--- src/rtl/mac_seq.sv ---
// Sequencer that streams signed 8-bit operand pairs into an external MAC and
// captures the final accumulator value as a dot-product result.
module mac_seq #(
    parameter int LEN_W = 8
) (
    input  logic               clk,
    input  logic               rst,
    input  logic               start,
    input  logic [LEN_W-1:0]   len,
    input  logic               in_vld,
    input  logic signed [7:0]  in_a,
    input  logic signed [7:0]  in_b,
    output logic               in_rdy,
    output logic signed [7:0]  mac_a,
    output logic signed [7:0]  mac_b,
    output logic               mac_clr_n,
    input  logic signed [25:0] mac_acc,
    output logic signed [25:0] res,
    output logic               res_vld,
    input  logic               res_rdy,
    output logic               busy
);

    typedef enum logic [2:0] {
        IDLE,
        CLR,
        RUN,
        DRAIN,
        OUT
    } state_t;

    state_t                 state_q, state_d;
    logic [LEN_W-1:0]       cnt_q, cnt_d;
    logic signed [25:0]     res_q, res_d;
    logic                   beat;

    assign beat = in_vld && (state_q == RUN);

    always_ff @(posedge clk or posedge rst) begin
        if (rst) begin
            state_q <= IDLE;
            cnt_q   <= '0;
            res_q   <= '0;
        end else begin
            state_q <= state_d;
            cnt_q   <= cnt_d;
            res_q   <= res_d;
        end
    end

    // Operands reach the MAC only on a real beat; zero operands make the
    // accumulator hold across gaps and in every non-RUN state.
    always_comb begin
        state_d   = state_q;
        cnt_d     = cnt_q;
        res_d     = res_q;
        in_rdy    = 1'b0;
        mac_a     = '0;
        mac_b     = '0;
        mac_clr_n = 1'b1;
        res_vld   = 1'b0;
        case (state_q)
            IDLE: begin
                if (start) begin
                    cnt_d   = len;
                    state_d = CLR;
                end
            end
            CLR: begin
                mac_clr_n = 1'b0;
                state_d   = (cnt_q != '0) ? RUN : DRAIN;
            end
            RUN: begin
                in_rdy = 1'b1;
                if (beat) begin
                    mac_a = in_a;
                    mac_b = in_b;
                    cnt_d = cnt_q - LEN_W'(1);
                    if (cnt_q == LEN_W'(1)) begin
                        state_d = DRAIN;
                    end
                end
            end
            DRAIN: begin
                // The last product lands in mac_acc at the end of the beat cycle.
                res_d   = mac_acc;
                state_d = OUT;
            end
            OUT: begin
                res_vld = 1'b1;
                if (res_rdy) begin
                    state_d = IDLE;
                end
            end
            default: state_d = IDLE;
        endcase
    end

    assign res  = res_q;
    assign busy = (state_q != IDLE);

endmodule

--- config.mk ---
export PLATFORM = sky130hd
export DESIGN_NAME = mac_seq
export DESIGN_NICKNAME = d
export VERILOG_FILES = /design/src/rtl/mac_seq.sv
export SDC_FILE = /design/constraint.sdc
export NUM_CORES = 1
export LEC_CHECK = 0
export ABC_AREA = 1
export BUFFER_PORTS_ARGS = -buffer_cell sky130_fd_sc_hd__buf_2
export CORE_MARGIN = 10
export CORE_UTILIZATION = 51
export CTS_BUF_LIST = sky130_fd_sc_hd__clkbuf_8
export DETAILED_ROUTE_END_ITERATION = 7
export PLACE_DENSITY = 0.95
export SYNTH_ARGS = -nofsm -noshare
export SYNTH_HDL_FRONTEND = slang
export SYNTH_SLANG_ARGS = --single-unit
--- constraint.sdc ---
create_clock -name clk -period 2.2 [get_ports clk]
set_clock_uncertainty 0.05 [all_clocks]
set_input_delay 0.22 -clock clk [delete_from_list [all_inputs] [get_ports clk]]
set_output_delay 0.22 -clock clk [all_outputs]
set_load 0.05 [all_outputs]
==> flow_summary.json <==
{
  "status": "complete, no violations",
  "synth_area_mm2": 0.00201,
  "routedWlPerCell_um": 14.7,
  "clock.fmax_ghz": 0.492,
  "core.rowCount": 22,
  "tritoncts": "done",
  "syn_to_final_growth_pct": 32.2,
  "swShare": 0.543,
  "netlist.area_leader.share": 0.461,
  "viasPerCell": 4.79,
  "cellLeakagePower_uw": 0.00157,
  "track_usage": 0.161,
  "setup_viol": 0,
  "p_int_uw": 2180,
  "yosys.area_share.adder": 0.0187,
  "cp_data_arrival_time_ns": 1.76,
  "h-tree-depth": 2,
  "root_buffer": "clkbuf_8",
  "cts_sinks": 37,
  "post-route-worst-setup-slack_ns": 0.168,
  "critPathLaunchType": "flop",
  "slew_headroom": 0.638,
  "synth_fp_nets": 278,
  "yosys_register_bits": 37,
  "period_share": 0.924,
  "syn_area_per_cell_um2": 9.12,
  "num-nets-final": 383,
  "diodes": 0,
  "first_pass_iters": 4,
  "synth_simple_gate_area_frac": 0.226,
  "cts_buffer_depth": 2,
  "numCtsBuffers": 5,
  "synth_largest_area_cell": "dfrtp_1",
  "ys_warn_count": 0,
  "rsz0062_at_grt": "no",
  "clk_pin_slew_ns": 0.07,
  "insertion_delay_ns": 0.29,
  "p_comb_frac": 0.634,
  "grt_pass1_vias": 1823,
  "hold_class": "in -> reg",
  "layout_commonest_cell": "buf_2",
  "gp_congestion": 0.876,
  "final_cell_mix": "buf_2, nand2_1, nor2_1",
  "drv_cap": 0,
  "cts_setup_buffers": 0,
  "tightestPinTransition_ns": 0.543,
  "post-place-ws_ns": 0.382,
  "n_fill_cell": 296,
  "setup_tns_ns": 0,
  "synth_cells": 220,
  "die_w_um": 82.7,
  "synth_compound_area_frac": 0.0293,
  "num_io_pins": 101,
  "synth_top_family_by_area": "simple AND/OR/NAND/NOR gates",
  "vias": 1790,
  "grt_start_max_net_pins": 28,
  "ant_nets": 0,
  "slew_violations": 0,
  "power_frac_seq": 0.271,
  "seqCellArea_um2": 926,
  "criticalPathCategory": "reg -> out",
  "ys_types": 23,
  "layout_min_cycle_time_ns": 2.03,
  "dpl.cell_count": 365,
  "post_route_cells_drive_above_1_share": 0.439,
  "wl_um": 5510,
  "critPathRequiredTime_ns": 1.93,
  "synth_seq_area_share": 0.461,
  "antenna_found_initial": 0,
  "die_y_um": 82.7,
  "power_frac_clock": 0.094,
  "port_buffers": 100,
  "multi_input_area_um2": 920,
  "muxShareOfSynthArea": 0.181,
  "place_hpwl_um": 4520,
  "die_area_mm2": 0.00684,
  "grt_pass1_wl_um": 8490,
  "cp_max_fo": 16,
  "dr.first_iter.drc_count": 81,
  "ir_worst_vdd_mv": 0.943,
  "hold_viol": 0,
  "endpoint_kind": "primary output",
  "start_util": 0.536,
  "core-area_mm2": 0.00374,
  "synthXorXnorAreaFrac": 0,
  "pwr_density_cell_mw_per_mm2": 1800,
  "final-instance-count-excl-fill": 374,
  "switchingPower_uw": 2590,
  "gr-total-overflow": 0,
  "drcViolationCount": 0,
  "yosys-top-cells-area": "dfrtp_1, mux2_4, nand2_1"
}
## through the flow
| step | hold slack [ns] | utilization | total power (µW) | area (µm²) |
|---|---|---|---|---|
| 6_report | 0.108 | 0.709 | 4770 | 2650 |
| 5_1_grt | 0.100 | 0.709 | 5120 | 2650 |
| 4_1_cts | 0.103 | 0.704 | 4780 | 2640 |
| 3_5_place_dp | 0.249 | 0.678 | 4320 | 2540 |
| 3_3_place_gp | 0.225 | 0.678 | 4220 | 2540 |
| 2_1_floorplan | 0.319 | - | 3670 | 2010 |
## synth_stat cells
cell type,number
buf_6,2
dfrtp_1,37
nand3_1,9
ha_1,3
o21ai_1,1
inv_1,33
nand3b_1,2
nand2_4,1
nor2_1,38
o21ai_0,8
buf_4,1
nor3_1,1
buf_2,1
nand2_1,47
nand2_2,1
inv_2,2
mux2_4,19
a21oi_1,1
nand3_4,1
nand4_1,2
mux2_2,7
o21ai_2,1
nor2_4,2
## layout make-up
type / instances / area share
inverters: 35 / 0.0504
repair buffers: 102 / 0.199
clock buffers: 5 / 0.0259
clock inverters: 3 / 0.00660
well taps: 48 / 0.0226
multi-input cells: 144 / 0.347
flip-flops and latches: 37 / 0.349
## final timing paths
| path | from | endpoint | slack (ns) | depth (start not counted) |
|---|---|---|---|---|
| min in group asynchronous | rst | res[2] | 0.47 | 3 |
| min reg2reg | cnt_q[7] | cnt_q[7] | 0.43 | 2 |
| max reg2reg | state_q[2] | res[13] | 0.55 | 3 |
| max | state_q[0] | mac_b[1] | 0.17 | 6 |
| max in group asynchronous | rst | res[16] | 0.93 | 4 |
| min | mac_acc[0] | res[0] | 0.11 | 2 |
## routing by layer
layer	up-vias	track usage	wire length [µm]
met4	0	0.0803	118
li1	888	-	-
met3	12	0.0486	638
met2	88	0.280	2690
met5	-	0	0
met1	802	0.172	2060
## logic make-up after synthesis
| family | Yosys count |
|---|---|
| mux | 26 |
| flops | 37 |
| fa+ha+maj | 3 |
| simple gates | 104 |
| compound gates | 11 |
| buf+inv | 39 |
## worst max-delay path: stages, from the launching register on
cell      delay [ns]
dfrtp_1         0.47
nor2_4          0.21
nand2_4         0.12
inv_4           0.14
nand2_4         0.12
nor2_1          0.15
clkbuf_4        0.26
## state kept, by name (all words and copies together), names as in the netlist
name	flops
cnt_q	8
res	26
state_q	3
## power groups by stage
stage	clock (µW)	sequential [µW]	combinational (µW)
floorplan	0	2130	1540
global placement	0	1270	2950
detailed placement	0	1290	3030
CTS	462	1290	3030
global route	495	1350	3270
finish	450	1300	3030
## repair_timing
item | in CTS | in global routing
hold buffers | 1 | 0
gates resized for setup | 0 | 6
hold endpoints to repair | 14 | 0
endpoints found under the setup margin | 0 | 16
(Power assumes the default switching activity.)
